File: src/rtl/block_ram_arbiter.sv
// block_ram_arbiter
//
// Shares one block_ram between an instruction-fetch port (read-only) and a
// data port (read/write with byte strobes). Requests are arbitrated
// round-robin and served one at a time. block_ram has no byte enables, so
// partial-word writes become read-modify-write sequences.
//
// Ports:
//   clk, reset          clock; synchronous active-high reset
//   i_valid/i_ready     fetch request handshake, i_addr = word address
//   i_resp_valid/data   one-cycle fetch response pulse, data held between pulses
//   d_valid/d_ready     data request handshake
//   d_addr, d_write     word address, 1 = write / 0 = read
//   d_wstrb, d_wdata    byte strobes (bit k -> bits [8k+7:8k]) and write data
//   d_resp_valid/data   one-cycle response pulse; data is 0 on write acknowledge
//   ram_write_en/address/data  RAM write port
//   ram_read_address    RAM read address
//   ram_read_data       RAM registered read data (one cycle after address)

module block_ram_arbiter #(
  parameter int SIZE  = 1024,
  parameter int WIDTH = 32,
  localparam int NB   = WIDTH / 8,
  localparam int AW   = $clog2(SIZE / NB)
) (
  input  logic             clk,
  input  logic             reset,

  input  logic             i_valid,
  output logic             i_ready,
  input  logic [AW-1:0]    i_addr,
  output logic             i_resp_valid,
  output logic [WIDTH-1:0] i_resp_data,

  input  logic             d_valid,
  output logic             d_ready,
  input  logic [AW-1:0]    d_addr,
  input  logic             d_write,
  input  logic [NB-1:0]    d_wstrb,
  input  logic [WIDTH-1:0] d_wdata,
  output logic             d_resp_valid,
  output logic [WIDTH-1:0] d_resp_data,

  output logic             ram_write_en,
  output logic [AW-1:0]    ram_write_address,
  output logic [WIDTH-1:0] ram_write_data,
  output logic [AW-1:0]    ram_read_address,
  input  logic [WIDTH-1:0] ram_read_data
);

  typedef enum logic [1:0] {
    IDLE,
    RD_WAIT,
    RMW_WAIT,
    RMW_WR
  } state_t;

  state_t state;
  state_t state_next;

  // prio_d = 1 means the data port wins the next tie (i.e. fetch was granted last).
  logic             prio_d;
  logic             grant_d;
  logic             grant_i;
  logic             wr_full;
  logic             wr_empty;

  // Request captured at accept; drives the RAM while the access is in flight.
  logic [AW-1:0]    lat_addr;
  logic [NB-1:0]    lat_wstrb;
  logic [WIDTH-1:0] lat_wdata;
  logic             lat_port_d;

  logic [WIDTH-1:0] merged;
  logic [WIDTH-1:0] merge_word;

  // Round-robin grant: a lone requester always wins; on a tie the port that
  // was not granted last wins.
  always_comb begin
    grant_d = d_valid && (!i_valid || prio_d);
    grant_i = i_valid && !grant_d;
  end

  always_comb begin
    wr_full  = &d_wstrb;
    wr_empty = ~|d_wstrb;
  end

  always_ff @(posedge clk) begin
    if (reset) begin
      state <= IDLE;
    end else begin
      state <= state_next;
    end
  end

  // Next state, handshakes and RAM port drive. Full-word writes go straight to
  // the RAM in the accept cycle; empty writes touch nothing. The RMW_WR write
  // is suppressed under reset so an abandoned merge never lands in the RAM.
  always_comb begin
    state_next        = state;
    i_ready           = 1'b0;
    d_ready           = 1'b0;
    ram_write_en      = 1'b0;
    ram_write_address = d_addr;
    ram_write_data    = d_wdata;
    ram_read_address  = lat_addr;

    case (state)
      IDLE: begin
        i_ready          = grant_i && !reset;
        d_ready          = grant_d && !reset;
        ram_read_address = grant_d ? d_addr : i_addr;
        if (i_ready) begin
          state_next = RD_WAIT;
        end else if (d_ready) begin
          if (!d_write) begin
            state_next = RD_WAIT;
          end else if (wr_full) begin
            ram_write_en = 1'b1;
          end else if (!wr_empty) begin
            state_next = RMW_WAIT;
          end
        end
      end
      RD_WAIT: begin
        state_next = IDLE;
      end
      RMW_WAIT: begin
        state_next = RMW_WR;
      end
      RMW_WR: begin
        ram_write_en      = !reset;
        ram_write_address = lat_addr;
        ram_write_data    = merge_word;
        state_next        = IDLE;
      end
      default: begin
        state_next = IDLE;
      end
    endcase
  end

  // Capture the accepted request and flip the round-robin pointer.
  always_ff @(posedge clk) begin
    if (reset) begin
      prio_d     <= 1'b1;
      lat_addr   <= '0;
      lat_wstrb  <= '0;
      lat_wdata  <= '0;
      lat_port_d <= 1'b0;
    end else if (i_ready) begin
      prio_d     <= 1'b1;
      lat_addr   <= i_addr;
      lat_port_d <= 1'b0;
    end else if (d_ready) begin
      prio_d     <= 1'b0;
      lat_addr   <= d_addr;
      lat_wstrb  <= d_wstrb;
      lat_wdata  <= d_wdata;
      lat_port_d <= 1'b1;
    end
  end

  // Byte merge of the old RAM word with the strobed bytes of the new data.
  always_comb begin
    merged = ram_read_data;
    for (int k = 0; k < NB; k++) begin
      if (lat_wstrb[k]) begin
        merged[8*k +: 8] = lat_wdata[8*k +: 8];
      end
    end
  end

  always_ff @(posedge clk) begin
    if (reset) begin
      merge_word <= '0;
    end else if (state == RMW_WAIT) begin
      merge_word <= merged;
    end
  end

  // Response pulses. Read data comes from the RAM in RD_WAIT; writes are
  // acknowledged with zero data one cycle after the RAM write is committed.
  always_ff @(posedge clk) begin
    if (reset) begin
      i_resp_valid <= 1'b0;
      i_resp_data  <= '0;
      d_resp_valid <= 1'b0;
      d_resp_data  <= '0;
    end else begin
      i_resp_valid <= 1'b0;
      d_resp_valid <= 1'b0;
      if (state == RD_WAIT) begin
        if (lat_port_d) begin
          d_resp_valid <= 1'b1;
          d_resp_data  <= ram_read_data;
        end else begin
          i_resp_valid <= 1'b1;
          i_resp_data  <= ram_read_data;
        end
      end else if ((state == RMW_WR) ||
                   (d_ready && d_write && (wr_full || wr_empty))) begin
        d_resp_valid <= 1'b1;
        d_resp_data  <= '0;
      end
    end
  end

endmodule
File: config.mk
export PLATFORM = sky130hd
export DESIGN_NAME = block_ram_arbiter
export DESIGN_NICKNAME = d
export VERILOG_FILES = /design/src/rtl/block_ram_arbiter.sv
export SDC_FILE = /design/constraint.sdc
export NUM_CORES = 1
export LEC_CHECK = 0
export CAP_MARGIN = 20
export CORE_MARGIN = 5
export CORE_UTILIZATION = 42
export DETAILED_ROUTE_END_ITERATION = 8
export PLACE_DENSITY = 0.77
export SYNTH_ARGS = -nofsm -noshare
export SYNTH_HDL_FRONTEND = slang
export SYNTH_SLANG_ARGS = --single-unit
export TNS_END_PERCENT = 1
File: constraint.sdc
create_clock -name clk -period 2.2 [get_ports clk]
set_input_delay 0.66 -clock clk [delete_from_list [all_inputs] [get_ports clk]]
set_output_delay 0.66 -clock clk [all_outputs]
set_load 0.01 [all_outputs]
==> metrics.cfg, run 1 <==
[routing]
routed_wl_um=19600
vias=5866
drt_first_pass_iters=7
drt_first_iter_violations=341
drc_violation_count_after_routing=0
final_antenna_net_count=0
routedWlPerCell_um=17.4
detail_route.vias_per_cell=5.19

[hold_path]
min-delay-start=i_resp_data[7]
hold-path-endpoint=i_resp_data[7]
holdPathStages=2
holdCritPathClass=reg -> reg

[yosys]
synth.largest_area_cell=sky130_fd_sc_hd__dfxtp_1
yosys_warnings=0
synth-main-ff-cell=sky130_fd_sc_hd__dfxtp_1
postSynthRegisterBits=146
postSynthAreaPerCell_um2=9.25
synth_fp_nets=791
fraction_of_the_yosys_area_taken_by_sequential_cells=0.453
synth_cells=698
total_standard_cell_area_after_synthesis_um2=6450
synthArstFlopShare=0
synth.distinct_cells=32
yosys.area.top_type_share=0.453
synth_edf_count=0
netlist_top_cells_area=sky130_fd_sc_hd__dfxtp_1 45%, sky130_fd_sc_hd__mux2i_1 11%, sky130_fd_sc_hd__mux2_2 7.0%

[cells_and_area]
n_fill_cell=1194
areaGrowthSynthToFinish_pct=54.4
most-common-layout-cells=150 x sky130_fd_sc_hd__clkdlybuf4s50_1, 143 x sky130_fd_sc_hd__dfxtp_1, 103 x sky130_fd_sc_hd__nand2_1
drive_above_1_share=0.226
final_cell_area_um2=9960
layout.cells.most_common=sky130_fd_sc_hd__clkdlybuf4s50_1
antennaDiodeCount=0
num-nets-final=1023

[clock_network]
cts_max_level=4
cts_hold_buf=0
post_cts_clock_slew_at_the_launch_and_capture_registers_of_the_worst_setup_and_hold_paths_ns=0.06
cts.path.max_buffers=2
cts-root-buf=sky130_fd_sc_hd__clkbuf_16
cts_made_buffers=17
tritoncts_num_sinks=146
cts_tree=done
clk_latency_ns=0.42

[sta]
finalWorstPathRequiredPeriod_ns=2.37
final.setup_skew_ns=0.00919
worst_hold_slack_ns=0.453
finalWorstSetupSlack_ns=-0.166
rel_slew_slack=0.481
fmax_mhz=423
finalCritPeriodShare=1.08
worst-slew-pin-transition_ns=0.778
hold_violations=0
report.final.slew_viol_count=0
final-setup-viol-count=44
unrepaired_setup_endpoints_after_global_routing=yes

[worst_setup_path]
reg2reg_setup_slack_ns=0.09
cp_max_fo=6
setup.worst_path.class=reg -> out
r2r.worst_path.cells=9
data_arrival_critical_path_ns=1.71
timing.critical_path.to_type=output port
timing.critical_path.required_ns=1.54
crit-reg2reg-capture=lat_wstrb[3]
worstReg2RegStart=state[0]
timing.critical_path.from_type=flop

[place]
buffer_ports.inserted=205
place.detailed.hpwl_um=12600
place_congestion=0.769
dpl_cell_area_um2=9020

[grt]
first_global_vias=5738
gr-total-overflow=0
gr-usage-all-layers=0.215
initial_antenna_violation_count=0
grt_pass1_wl_um=31000
maximum_number_of_pins_on_one_net_before_global_route_repair=75

[pwr]
p_per_area_nw_per_um2=946
leakage_nw=3.74
worst_ir_drop_vdd_mv=0.616

[job]
maxCapViolCount=0

[die]
die_height_um=134
dieArea_um2=17900
die_width_um=134
number_of_rows_created_at_floorplan=45
number_of_ports_placed_on_the_die_boundary=206
floorplan.initialDensity=0.426
core_um2=15100

[outcome]
violations=setup timing
result_of_the_run=complete, but fails checks

synthesized netlist by cell type, types with 2 or more instances:
cell type                   number
sky130_fd_sc_hd__a211oi_1       32
sky130_fd_sc_hd__a21oi_1        41
sky130_fd_sc_hd__a222oi_1        8
sky130_fd_sc_hd__buf_1           4
sky130_fd_sc_hd__buf_2          10
sky130_fd_sc_hd__buf_6           3
sky130_fd_sc_hd__clkbuf_1       43
sky130_fd_sc_hd__dfxtp_1       146
sky130_fd_sc_hd__ha_1            4
sky130_fd_sc_hd__inv_1           5
sky130_fd_sc_hd__mux2_2         40
sky130_fd_sc_hd__mux2i_1        74
sky130_fd_sc_hd__nand2_1       103
sky130_fd_sc_hd__nand2b_1       42
sky130_fd_sc_hd__nor2_1         54
sky130_fd_sc_hd__nor2b_1         3
sky130_fd_sc_hd__o21ai_0        40
sky130_fd_sc_hd__o2bb2ai_1      31
sky130_fd_sc_hd__or2_2           2
cell type report:
| type | count | area, um^2 | share of cell area |
|---|---|---|---|
| clock buffers | 20 | 457 | 0.0458 |
| clock inverters | 12 | 130 | 0.0131 |
| inverters | 5 | 23.8 | 0.00239 |
| multi-input cells | 486 | 3460 | 0.347 |
| flip-flops and latches | 146 | 2930 | 0.294 |
| well taps | 188 | 235 | 0.0236 |
| repair buffers | 274 | 2730 | 0.274 |
per-layer routing:
layer  global-route usage  vias to the layer above  wire [um]
li1                     -                     2907          -
met3               0.0649                       16       1380
met1                0.277                     2769       8860
met2                0.352                      174       9250
met4               0.0566                        0        167
met5                    0                        -          0
per-stage QoR:
step	cells	total power [mW]	util	worst slack (ns)	TNS, ns
after floorplan	698	5.00	-	-0.0307	-0.111
after global placement	1090	6.38	0.596	-0.808	-52.49
after detailed placement	1090	6.43	0.596	-0.837	-52.60
after CTS	1135	9.45	0.655	-0.250	-8.70
after global routing	1131	9.90	0.658	-0.214	-7.64
final	1131	9.43	0.658	-0.166	-5.29
how the worst max path moves through the flow:
stage,start,end,cells after the start
after global placement,i_valid,ram_read_address[5],7
after CTS,state[1],ram_write_data[7],6
after floorplan,reset,ram_write_en,6
after global routing,state[0],ram_write_en,8
final,state[0],ram_write_data[26],5
after detailed placement,i_valid,ram_read_address[4],7
logic make-up (layout without fill, tap and decap cells):
logic type,count (synthesis),in the layout,synth area share
mux,114,114,0.185
buf+inv,66,311,0.0444
fa+ha+maj,4,4,0.00776
simple gates,209,209,0.143
compound gates,159,159,0.167
flops,146,146,0.453
flip-flops by register name, summed over array words and instances (netlist names):
name          cells
d_resp_data      32
d_resp_valid      1
i_resp_data      32
i_resp_valid      1
lat_addr          8
lat_port_d        1
lat_wdata        32
lat_wstrb         4
merge_word       32
prio_d            1
state             2
repair_timing:
| action | in CTS | in global routing |
|---|---|---|
| gates cloned | 5 | 0 |
| pin swaps | 5 | 1 |
| gates resized for setup | 270 | 51 |
| setup endpoints to repair | 109 | 70 |
| buffers inserted | 8 | 0 |
| hold endpoints to repair | 0 | 0 |
worst max-delay path: stages, from the launching register on:
cell and delay, ns:
sky130_fd_sc_hd__dfxtp_4 0.37, sky130_fd_sc_hd__ha_4 0.18, sky130_fd_sc_hd__buf_12 0.16, sky130_fd_sc_hd__buf_12 0.14, sky130_fd_sc_hd__mux2_4 0.31, sky130_fd_sc_hd__buf_6 0.12
power by group:
part | switching, mW | internal (mW)
clock network | 1.13 | 1.73
logic | 1.57 | 1.59
registers | 0.317 | 3.10
(Power assumes the default switching activity.)
==> run 2: changes to the inputs <==
- CORE_UTILIZATION: 42 -> 47
- HOLD_SLACK_MARGIN: default -> 0.1
- PLACE_DENSITY: 0.77 -> 0.81
- clock period: 2.2 -> 2.6 ns (I/O delays scaled with it)
==> run 2 against run 1 <==
  * The flow now finishes without violations
  * Clock power decreased by 13%
  * Cell count fell by 2.3%
  * Worst hold slack about the same
  * Routed wire length grew 0.40%
  * Die area fell by 9.9%
  * Clock-buffer cell count down 2
  * Sequential cell count unchanged
  * First-iteration DRC count grew 21%
  * Critical path depth is 2 lower
  * Sequential share of layout area up 1.4 points
  * Design area fell by 4.4%
==> metrics.cfg, run 2 (synthesis gave the netlist of run 1 again) <==
[outcome]
result_of_the_run=completed  ; was complete, but fails checks

[die]
number_of_rows_created_at_floorplan=42  ; was 45
core_um2=13300  ; was 15100 um^2
floorplan.initialDensity=0.484  ; was 0.426
die_width_um=127  ; was 134 um
dieArea_um2=16200  ; was 17900 um^2
die_height_um=127  ; was 134 um
number_of_ports_placed_on_the_die_boundary=206  ; unchanged

[sta]
finalWorstSetupSlack_ns=0.00699  ; was -0.166 ns
hold_violations=0  ; unchanged
worst-slew-pin-transition_ns=0.680  ; was 0.778 ns
final.setup_skew_ns=0.0110  ; was 0.00919 ns
fmax_mhz=386
rel_slew_slack=0.547  ; was 0.481
finalWorstPathRequiredPeriod_ns=2.59
final-setup-viol-count=0  ; was 44
unrepaired_setup_endpoints_after_global_routing=yes  ; unchanged
finalCritPeriodShare=0.997
report.final.slew_viol_count=0  ; unchanged

[clock_network]
cts_made_buffers=17  ; unchanged
tritoncts_num_sinks=146  ; unchanged
clk_latency_ns=0.42  ; about the same
cts_post_setup_buffers_inserted=0  ; was 8
cts_max_level=4  ; unchanged
cts_tree=done  ; unchanged
cts_hold_buf=0  ; unchanged
cts.path.max_buffers=2  ; unchanged
cts-root-buf=sky130_fd_sc_hd__clkbuf_16  ; unchanged
post_cts_clock_slew_at_the_launch_and_capture_registers_of_the_worst_setup_and_hold_paths_ns=0.06  ; about the same

[routing]
drt_first_pass_iters=6  ; was 7
uppermost_layer_routed=met5  ; was met4
drc_violation_count_after_routing=0  ; unchanged
drt_first_iter_violations=413  ; was 341
routedWlPerCell_um=17.8  ; was 17.4 um
met3WireLength_um=1410  ; was 1380 um
final_antenna_net_count=0  ; unchanged
detail_route.vias_per_cell=5.43  ; was 5.19
vias=5996  ; was 5866
wl_met2_um=9920  ; was 9250 um
routed_wl_um=19700  ; was 19600 um
wirelength_met1_um=8010  ; was 8860 um

[pwr]
worst_ir_drop_vdd_mv=0.476  ; was 0.616 mV
clock_power_share=0.320  ; was 0.303
leakage_nw=3.48  ; was 3.74 nW
pwr-share-seq=0.374  ; was 0.362
internal_power_mw=5.27  ; was 6.41 mW
total_power_mw=7.75  ; was 9.43 mW
switching_share=0.321  ; was 0.320
net-switching-power_mw=2.49  ; was 3.01 mW
power.combinational.fraction=0.306  ; was 0.335
p_per_area_nw_per_um2=814  ; was 946 nW/um^2

[cells_and_area]
areaGrowthSynthToFinish_pct=47.6  ; was 54.4%
most-common-layout-cells=148 x sky130_fd_sc_hd__clkdlybuf4s50_1, 143 x sky130_fd_sc_hd__dfxtp_1, 103 x sky130_fd_sc_hd__nand2_1  ; was 150 x sky130_fd_sc_hd__clkdlybuf4s50_1, 143 x sky130_fd_sc_hd__dfxtp_1, 103 x sky130_fd_sc_hd__nand2_1
layout.cells.most_common=sky130_fd_sc_hd__clkdlybuf4s50_1  ; unchanged
antennaDiodeCount=0  ; unchanged
drive_above_1_share=0.178  ; was 0.226
num-nets-final=1010  ; was 1023

[worst_setup_path]
data_arrival_critical_path_ns=1.81  ; was 1.71 ns
worstReg2RegStart=state[0]  ; unchanged
reg2reg_setup_slack_ns=0.38  ; was 0.09 ns
r2r.worst_path.cells=9  ; unchanged
crit-reg2reg-capture=d_resp_data[4]  ; was lat_wstrb[3]
timing.critical_path.to_type=output port  ; unchanged
timing.critical_path.from_type=primary input  ; was flop
timing.critical_path.required_ns=1.82  ; was 1.54 ns
worstSetupStartpoint=d_addr[0]  ; was state[0]
setup.worst_path.class=in -> out  ; was reg -> out
cp_max_fo=3  ; was 6

[grt]
maximum_number_of_pins_on_one_net_before_global_route_repair=117  ; was 75
gr-usage-all-layers=0.244  ; was 0.215
first_global_vias=6284  ; was 5738
gr-total-overflow=0  ; unchanged
grt_pass1_wl_um=32100  ; was 31000 um
initial_antenna_violation_count=1  ; was 0

[place]
place.detailed.hpwl_um=13500  ; was 12600 um
place_congestion=0.796  ; was 0.769
place_ws_ns=-0.747  ; was -0.837 ns
buffer_ports.inserted=205  ; unchanged

[hold_path]
hold-path-endpoint=i_resp_data[7]  ; unchanged
min-delay-start=i_resp_data[7]  ; unchanged
holdCritPathClass=reg -> reg  ; unchanged
holdPathStages=2  ; unchanged

[job]
maxCapViolCount=0  ; unchanged

[run 2: cell types whose count changed in the layout (fill, tap and decap cells not counted), sizes merged]
cell           change
clkinvlp           +1
clkinv             -1
clkdlybuf4s50      -2
dlygate4sd2       +11
nand2b             +1
clkdlybuf4s15     +21
clkbuf             +7
buf               -56
dlymetal6s2s       +3
bufinv             +1
[run 2: per-stage QoR]
stage	utilization	cell area, um^2	cells	setup TNS [ns]	hold WS [ns]
after floorplan	-	6460	698	0	0.448
after global placement	0.671	8950	1073	-21.04	0.441
after detailed placement	0.671	8950	1073	-22.94	0.446
after CTS	0.711	9500	1104	-0.148	0.455
after global routing	0.714	9530	1105	-0.109	0.471
final	0.714	9530	1105	0	0.453
[run 2: worst max path at each step]
stage | to | slack, ns | cells past startpoint
after detailed placement | ram_read_address[4] | -0.75 | 7
after CTS | ram_write_en | -0.05 | 7
after floorplan | ram_write_en | 0.005 | 6
final | ram_write_address[0] | 0.007 | 3
after global routing | ram_write_address[0] | -0.04 | 4
after global placement | ram_read_address[2] | -0.69 | 7
[run 2: repair_timing]
| item | in CTS | in global routing |
|---|---|---|
| cloned | 1 | 0 |
| setup endpoints to repair | 51 | 37 |
| resized for setup | 105 | 36 |
| pin swaps | 3 | 3 |
[run 2: power groups by stage]
| stage | clock network [mW] | logic (mW) | registers, mW |
|---|---|---|---|
| final | 2.48 | 2.37 | 2.90 |
| after detailed placement | 0 | 2.48 | 2.92 |
| after CTS | 2.52 | 2.38 | 2.90 |
| after global routing | 2.62 | 2.58 | 2.94 |
| after floorplan | 0 | 1.34 | 2.87 |
| after global placement | 0 | 2.38 | 2.90 |
[run 2: per-layer routing]
layer,vias up,global-route usage
met5,-,0
met4,2,0.0864
met3,33,0.0739
met2,210,0.424
met1,2865,0.284
li1,2886,-
[run 2: worst max-delay path: stages]
cell and delay [ns]:
sky130_fd_sc_hd__clkdlybuf4s50_1 0.46, sky130_fd_sc_hd__mux2_2 0.29, sky130_fd_sc_hd__dlygate4sd2_1 0.29
[run 2: cell type report]
cell class,instances,area [um^2]
Clock inverter,13,159
Multi-Input combinational cell,487,3330
Fill cell,1018,3820
Sequential cell,146,2930
Clock buffer,18,439
Tap cell,176,220
Inverter,5,18.8
Timing Repair Buffer,260,2430
